==> src/rtl/lif_tdm_scheduler.sv <==
// Time-multiplexed scheduler driving one shared combinational LIF core across N virtual neurons.
// A tick divider starts each sweep; neurons are issued in order and their results written back.

module lif_tdm_lane #(
  parameter int W = 8
) (
  input  logic         clk,
  input  logic         rst_n,
  input  logic         wr_en,
  input  logic [W-1:0] wr_data,
  input  logic         issue,
  input  logic         wb,
  input  logic [W-1:0] wb_data,
  output logic [W-1:0] mem,
  output logic [W-1:0] cur
);
  logic [W:0] sum;

  assign sum = {1'b0, cur} + {1'b0, wr_data};

  always_ff @(posedge clk) begin
    if (!rst_n) begin
      mem <= '0;
      cur <= '0;
    end else begin
      if (wb) mem <= wb_data;
      // The core consumes cur during issue; a same-cycle write replaces it for the next sweep.
      if (issue)      cur <= wr_en ? wr_data : '0;
      else if (wr_en) cur <= sum[W] ? {W{1'b1}} : sum[W-1:0];
    end
  end
endmodule

module lif_tdm_scheduler #(
  parameter int N        = 4,
  parameter int W        = 8,
  parameter int TICK_DIV = 16,
  parameter int ID_W     = $clog2(N)
) (
  input  logic            clk,
  input  logic            rst_n,
  input  logic            en,
  input  logic            in_valid,
  input  logic [ID_W-1:0] in_id,
  input  logic [W-1:0]    in_current,
  input  logic            clr_ovr,
  output logic            core_valid,
  output logic [W-1:0]    core_state,
  output logic [W-1:0]    core_current,
  input  logic [W-1:0]    core_next,
  input  logic            core_spike,
  output logic            spike_valid,
  output logic [ID_W-1:0] spike_id,
  output logic            sweep_done,
  output logic            busy,
  output logic            overrun,
  input  logic [ID_W-1:0] rd_id,
  output logic [W-1:0]    rd_state
);
  localparam int CNT_W = (TICK_DIV > 1) ? $clog2(TICK_DIV) : 1;
  localparam logic [CNT_W-1:0] CNT_LAST = CNT_W'(TICK_DIV - 1);
  localparam logic [ID_W-1:0]  ID_LAST  = ID_W'(N - 1);

  typedef enum logic [1:0] {IDLE, ISSUE, WB, DONE} state_t;

  state_t               state_q, state_d;
  logic [ID_W-1:0]      idx_q, idx_d;
  logic [CNT_W-1:0]     cnt;
  logic                 tick;
  logic [W-1:0]         next_r;
  logic                 spike_r;
  logic [N-1:0][W-1:0]  mem, cur;
  logic [N-1:0]         lane_wr, lane_issue, lane_wb;

  // Tick divider
  always_ff @(posedge clk) begin
    if (!rst_n)          cnt <= '0;
    else if (en)         cnt <= (cnt == CNT_LAST) ? '0 : cnt + 1'b1;
  end

  assign tick = en && (cnt == CNT_LAST);

  // Per-neuron state
  for (genvar g = 0; g < N; g++) begin : g_lane
    assign lane_wr[g]    = in_valid && (in_id == ID_W'(g));
    assign lane_issue[g] = (state_q == ISSUE) && (idx_q == ID_W'(g));
    assign lane_wb[g]    = (state_q == WB) && (idx_q == ID_W'(g));

    lif_tdm_lane #(.W(W)) u_lane (
      .clk     (clk),
      .rst_n   (rst_n),
      .wr_en   (lane_wr[g]),
      .wr_data (in_current),
      .issue   (lane_issue[g]),
      .wb      (lane_wb[g]),
      .wb_data (next_r),
      .mem     (mem[g]),
      .cur     (cur[g])
    );
  end

  always_ff @(posedge clk) begin
    if (!rst_n) begin
      state_q <= IDLE;
      idx_q   <= '0;
      next_r  <= '0;
      spike_r <= 1'b0;
      overrun <= 1'b0;
      rd_state <= '0;
    end else begin
      state_q <= state_d;
      idx_q   <= idx_d;
      if (state_q == ISSUE) begin
        next_r  <= core_next;
        spike_r <= core_spike;
      end
      // A dropped tick outranks a simultaneous clear.
      if (tick && state_q != IDLE) overrun <= 1'b1;
      else if (clr_ovr)            overrun <= 1'b0;
      rd_state <= (int'(rd_id) < N) ? mem[rd_id] : '0;
    end
  end

  always_comb begin
    state_d      = state_q;
    idx_d        = idx_q;
    core_valid   = 1'b0;
    core_state   = '0;
    core_current = '0;
    spike_valid  = 1'b0;
    spike_id     = '0;
    sweep_done   = 1'b0;
    case (state_q)
      IDLE: begin
        if (tick) begin
          state_d = ISSUE;
          idx_d   = '0;
        end
      end
      ISSUE: begin
        core_valid   = 1'b1;
        core_state   = mem[idx_q];
        core_current = cur[idx_q];
        state_d      = WB;
      end
      WB: begin
        spike_valid = spike_r;
        spike_id    = spike_r ? idx_q : '0;
        if (idx_q == ID_LAST) begin
          state_d = DONE;
        end else begin
          idx_d   = idx_q + 1'b1;
          state_d = ISSUE;
        end
      end
      DONE: begin
        sweep_done = 1'b1;
        state_d    = IDLE;
      end
      default: state_d = IDLE;
    endcase
  end

  assign busy = (state_q != IDLE);
endmodule
==> config.mk <==
export PLATFORM = sky130hd
export DESIGN_NAME = lif_tdm_scheduler
export DESIGN_NICKNAME = d
export VERILOG_FILES = /design/src/rtl/lif_tdm_scheduler.sv
export SDC_FILE = /design/constraint.sdc
export NUM_CORES = 1
export LEC_CHECK = 0
export CORE_MARGIN = 2
export CORE_UTILIZATION = 45
export DETAILED_ROUTE_END_ITERATION = 8
export GPL_TIMING_DRIVEN = 0
export PLACE_DENSITY_LB_ADDON = 0.25
export SLEW_MARGIN = 10
export SYNTH_ARGS = -nofsm -noshare
export SYNTH_HDL_FRONTEND = slang
export SYNTH_SLANG_ARGS = --single-unit
==> constraint.sdc <==
create_clock -name clk -period 2 [get_ports clk]
set_input_delay 0.3 -clock clk [delete_from_list [all_inputs] [get_ports clk]]
set_output_delay 0.3 -clock clk [all_outputs]
set_load 0.03 [all_outputs]
==> Flow_metrics.wiki, run 1 <==
{| class="wikitable"
! Metric !! Value
|-
| Outcome || finished, violations left
|-
| Violated checks || negative setup slack
|-
| Synth Instances || 676
|-
| Delay-heaviest family, CP || multiplexers
|-
| Overflow left after global routing || 0
|-
| Via count || 5765
|-
| Syn avg cell area || 8.51 µm²
|-
| Number of max-capacitance violations reported || 0
|-
| Clock network latency to the later pin of the worst-skew pair || 0.35 ns
|-
| Worst setup SP type || register
|-
| Buffers plus inverters on the worst setup path || 2
|-
| DRT Pass-1 Iters || 6
|-
| Peak per-stage delay on the critical path || 0.51 ns
|-
| Synth Warn # || 0
|-
| Share of synthesized registers carrying an async set or reset || 0%
|-
| Cell area after synthesis || between 5000 and 6000 µm²
|-
| Rel. slew slack || 53.1%
|-
| Leading cell type in the layout, fill and taps excluded || nand2_1
|-
| CTS sink count || 90
|-
| Root buffer cell || clkbuf_16
|-
| Count of distinct cell types in the synthesized netlist || 57
|-
| Cell Rows || 41
|-
| Final critical path time including I/O delays and setup || 2.04 ns
|-
| Initial cell density of the core || 45.8%
|-
| Placer congestion estimate || 0.908
|-
| Path category of the worst min-delay check || primary input to register
|-
| Commonest non-fill, non-tap cells in the layout || nand2_1 (94), dfxtp_1 (85), a21oi_1 (75)
|-
| Die height || 117 µm
|-
| Wire length per cell || ~19 µm
|-
| Required arrival time at the worst endpoint || 1.70 ns
|-
| Final setup fails || 10
|-
| Worst slack at placement || -1.01 ns
|-
| Slowest-stage cell, CP || mux4_2
|-
| Area share of the largest cell type after synthesis || 31.3%
|-
| Estimated wirelength of the detail-placed design || approximately 13000 µm
|-
| DRC violations left || 0
|-
| All-Layer GR Usage || between 20% and 30%
|-
| Syn Nets || 743
|-
| Post-synth EDFFs || 0
|-
| Clock edge transition at the registers on the reported setup and hold paths || 0.06 ns
|-
| Clock tree from TritonCTS || yes
|-
| Width of the chip || 117 µm
|-
| Net total in the final layout || between 800 and 900
|-
| Total detailed-routing wirelength || 18100 µm
|-
| IO Pins || 57
|-
| Final worst path period share || 102%
|-
| P per Cell Area || 588 nW/µm²
|-
| H-tree depth || 3
|-
| Clock Skews || 0.00700 ns
|-
| Achievable frequency || a little under 0.5 GHz
|-
| Filler instances || about 1100
|-
| Leakage || 0.00277 µW
|-
| Maximum number of pins on one net before global-route repair || 16
|-
| Power Total || 4360 µW
|-
| Largest cells by area after synthesis || dfxtp_1 (31%), mux4_2 (9.4%), ha_1 (8.0%)
|-
| Cell taking the most area after synthesis || dfxtp_1
|-
| Ordered list of cells on the worst path || clkbuf_16, mux4_2, and2_4, buf_6
|-
| Routed vias/inst || about 6
|-
| Antenna diode count || 0
|-
| Measured slew at the worst slew-check pin || 0.703 ns
|-
| Maximum net fanout on the critical path || 5
|-
| Endpoint kind of the worst setup timing path || output pin
|-
| Area overhead of the layout relative to synthesis || 28.9%
|-
| Count of final max-slew check failures || 0
|-
| VDD IR-drop max || 0.374 mV
|-
| Number of buffers created by CTS || 9
|-
| Layout cell share with drive strength beyond 1 || 24.4%
|-
| Crit path kind || register to output pin
|-
| Quantity of hold-fixing buffers added after cts || 0
|-
| Residual antenna-violating net count after detailed routing || 0
|-
| Post-synthesis sequential area ratio || 31.3%
|-
| Die Footprint || 13700 µm²
|-
| Post-layout worst setup margin || -0.0443 ns
|-
| Fin. Hold Viols || 0
|-
| First-pass GRT wire length || approximately 28000 µm
|-
| Critical path arrival || around 1.7 ns
|-
| Most used flip-flop cell after synthesis || dfxtp_1
|-
| Bufs on Longest Clock Path || 2
|-
| Core region area || 12600 µm²
|-
| Initial antenna violation count || 0
|-
| Number of synthesized register bits || 90
|-
| Number of I/O port buffers || 53
|-
| Starting DRC count in detailed routing || 425
|-
| Setup repair after global routing missed its margin || yes
|-
| Number of global-route vias before repair || 5345
|}
[layout make-up]
class,count,area [µm²],area share [%]
Timing Repair Buffer,77,728,9.82
Clock inverter,5,63.8,0.861
Multi-Input combinational cell,536,4040,54.4
Tap cell,172,215,2.90
Clock buffer,10,239,3.22
Inverter,11,43.8,0.591
Sequential cell,90,1810,24.5
Buffer,36,277,3.73
[worst paths after layout]
| path | startpoint | endpoint | slack (ns) | depth (start not counted) |
|---|---|---|---|---|
| worst max-delay path | idx_q[0]$_SDFFE_PN0P_ | core_state[0] | -0.04 | 4 |
| worst min-delay path | in_valid | g_lane[2].u_lane.cur[2]$_SDFFE_PN0P_ | 0.45 | 5 |
| worst max register to register | g_lane[2].u_lane.cur[0]$_SDFFE_PN0P_ | g_lane[2].u_lane.cur[1]$_SDFFE_PN0P_ | 0.01 | 8 |
| worst min register to register | g_lane[2].u_lane.mem[5]$_SDFFE_PN0P_ | g_lane[2].u_lane.mem[5]$_SDFFE_PN0P_ | 0.47 | 2 |
[worst reg2reg max path: cells and delay by family, from the launching register on]
kind | cells | cell delay [ns]
buf+inv | 1 | 0.21
fa+ha+maj | 2 | 0.53
flops | 1 | 0.33
compound gates | 3 | 0.56
simple gates | 2 | 0.24
[cells in the mapped netlist (9+ instances only)]
cell type  number
nand2_1        97
dfxtp_1        90
a21oi_1        83
nand3_1        44
nor2_1         38
o21ai_0        38
ha_1           37
clkbuf_1       28
and2_1         27
mux4_2         24
o211ai_1       11
a21o_1          9
a221oi_1        9
buf_2           9
inv_1           9
xor2_1          9
[registers in the layout (all words and copies together), names as in the netlist]
name               count
spike_r                1
cnt                    4
idx_q                  2
g_lane.u_lane.cur     32
rd_state               8
overrun                1
next_r                 8
g_lane.u_lane.mem     32
state_q                2
[where the power goes]
part	leakage, µW	switching [µW]	internal, µW
clock network	0.000145	757	1000
logic	0.00190	414	313
registers	0.000730	44.7	1820
total	0.00277	1220	3140
[cell families (layout without fill, tap and decap cells)]
logic type                 after synthesis  after routing  synth area share, %
and+or+nand+nor                        248            248                 20.5
AOI/OAI and AO/OA                      204            204                 23.0
DFF                                     90             90                 31.3
buffers and inverters                   50            139                 3.46
adders and majority gates               41             41                 9.44
muxes                                   26             26                 9.74
xor gates and xnor gates                17             17                 2.59
[layer usage]
layer  part of all wire [%]  track usage (%)
met5                      0                0
met4                    3.1             10.2
met3                    6.5             4.07
met2                     47             42.1
met1                     44             37.2
[what timing repair did]
item                                    4_1_cts  5_1_grt
buffers inserted                             13       10
cloned                                        0        1
resized for setup                           212       68
pin swaps                                     7       27
endpoints found under the setup margin       77       65
[stage by stage]
stage               hold WS [ns]  instances  TNS, ns  area (µm²)  util (%)
floorplan                  0.436        676        0        5770         -
global placement           0.451        901   -40.45        6520      51.9
detailed placement         0.459        901   -43.12        6520      51.9
CTS                        0.468        929   -0.432        7160      56.9
global route               0.467        937    -1.12        7410      59.0
finish                     0.451        937   -0.216        7410      59.0
No activity file was read; power rests on OpenSTA's default activity.
==> run 2, diff against run 1 <==
Settings changed: TNS_END_PERCENT set to 100.
==> results of run 2 <==
No change in the layout: final DEF, timing and power equal those of run 1.
==> edit (config.mk and constraints of run 2) <==
Encoding of `state_t`: now one-hot (4 bits for 4 states).
--- a/src/rtl/lif_tdm_scheduler.sv
+++ b/src/rtl/lif_tdm_scheduler.sv
@@ -63,3 +63,3 @@
 
-  typedef enum logic [1:0] {IDLE, ISSUE, WB, DONE} state_t;
+  typedef enum logic [3:0] {IDLE = 4'b0001, ISSUE = 4'b0010, WB = 4'b0100, DONE = 4'b1000} state_t;
 
Behaviour: same outputs for any inputs over 10 cycles, from zero or initial values and one cycle with rst_n low; not proved beyond that.
==> edit against run 2 <==
The run still ends with setup timing left. Total power up 0.92%. Routed wire length down 1.1%. Clock skew rose by 0.00092 ns. Area after synthesis fell by 1.7%. Critical path depth rose by 2. Non-clock buffer count increased by 8. Largest cell class unchanged. Highest routed layer unchanged. Final area up 3.4%. Worst setup slack got worse by 0.15 ns. Sequential cell count increased by 2. Via count decreased by 2.8%.
==> edit: results (changes against run 2) <==
Run status
  – Status: complete, but fails checks (unchanged)
  – Failing checks: setup timing (unchanged)

Worst setup path
  – Setup crit start: state_q[2]$_SDFFE_PN0P_ (was idx_q[0]$_SDFFE_PN0P_)
  – R2R setup slack: -0.13 ns (was 0.01 ns)
  – Reg-to-Reg Start: g_lane[0].u_lane.cur[0]$_SDFFE_PN0P_ (was g_lane[2].u_lane.cur[0]$_SDFFE_PN0P_)
  – Worst EP arrival: 1.89 ns (was 1.74 ns)

Finish
  – Clock buf/inv share: 4.08% (about the same)
  – Layout cells sized above 1: 27.9% (was 24.4%)
  – Fill cells: 1016 (was 1077)
  – Inverters, non-clock: 13 (was 11)
  – Nonclk buf count: 121 (was 113)
  – NonClk Buf Share: 15.1% (was 13.6%)

Floorplan
  – Site Rows: 40 (was 41)

Timing
  – Worst Skew: 0.00791 ns (was 0.00700 ns)
  – Setup TNS: -3.60 ns (was -0.216 ns)
  – Final setup fails: 31 (was 10)
  – Setup ws final: -0.193 ns (was -0.0443 ns)

Place
  – RePlAce Congestion: 0.912 (was 0.908)
  – PortBufs: 54 (was 53)
  – DP HPWL: 12.0 mm (was 12.6 mm)
  – Pre-CTS WS: -1.04 ns (was -1.01 ns)

Global route
  – Met2 Use GR: 43.1% (was 42.1%)
  – First-pass GRT wire length: 27.4 mm (was 28.1 mm)
  – Total track usage: 26.6% (was 26.7%)
  – Vias in the first global route: 5285 (was 5345)
  – GR Util met3: 4.67% (was 4.07%)

Clock tree
  – PostCTS Resize Cnt: 235 (was 212)

Synth
  – XOR/XNOR Fraction of Synth Area: 2.01% (was 2.59%)
  – Yosys cell types: 55 (was 57)
  – Post-synthesis sequential area ratio: 32.6% (was 31.3%)
  – Mux cell area share after synthesis: 10.7% (was 9.74%)

Pwr
  – Leakage power total: 2.99 nW (was 2.77 nW)
  – Internal power contribution: 3.19 mW (was 3.14 mW)
  – Max VDD drop: 0.359 mV (was 0.374 mV)

Routing
  – Routed met2 length: 8.71 mm (was 8.45 mm)
  – Met1 wire length: 7.50 mm (was 7.88 mm)
  – WL met3: 1.25 mm (was 1.18 mm)

Hold path
  – HP Start: in_current[0] (was in_valid)
-- edit: critical path: stages (launching register included) --
cell and delay, ns:
dfxtp_4 0.35, or4b_4 0.59, inv_8 0.08, buf_12 0.12, clkbuf_16 0.14, and2_4 0.15, buf_6 0.12
-- edit: power groups by stage --
stage          combinational [mW]  sequential (mW)  clock, mW
5_1_grt                     0.723             1.91       1.90
3_5_place_dp                0.552             1.95          0
2_1_floorplan               0.379             1.93          0
3_3_place_gp                0.531             1.95          0
6_report                    0.664             1.90       1.83
4_1_cts                     0.605             1.90       1.82
-- edit: stage by stage --
| stage | util, % | instances | power [mW] | hold slack (ns) |
|---|---|---|---|---|
| global placement | 53.5 | 868 | 2.48 | 0.453 |
| CTS | 60.5 | 902 | 4.33 | 0.468 |
| detailed placement | 53.5 | 868 | 2.50 | 0.458 |
| finish | 63.0 | 921 | 4.40 | 0.433 |
| floorplan | - | 646 | 2.31 | 0.436 |
| global route | 63.0 | 921 | 4.53 | 0.466 |
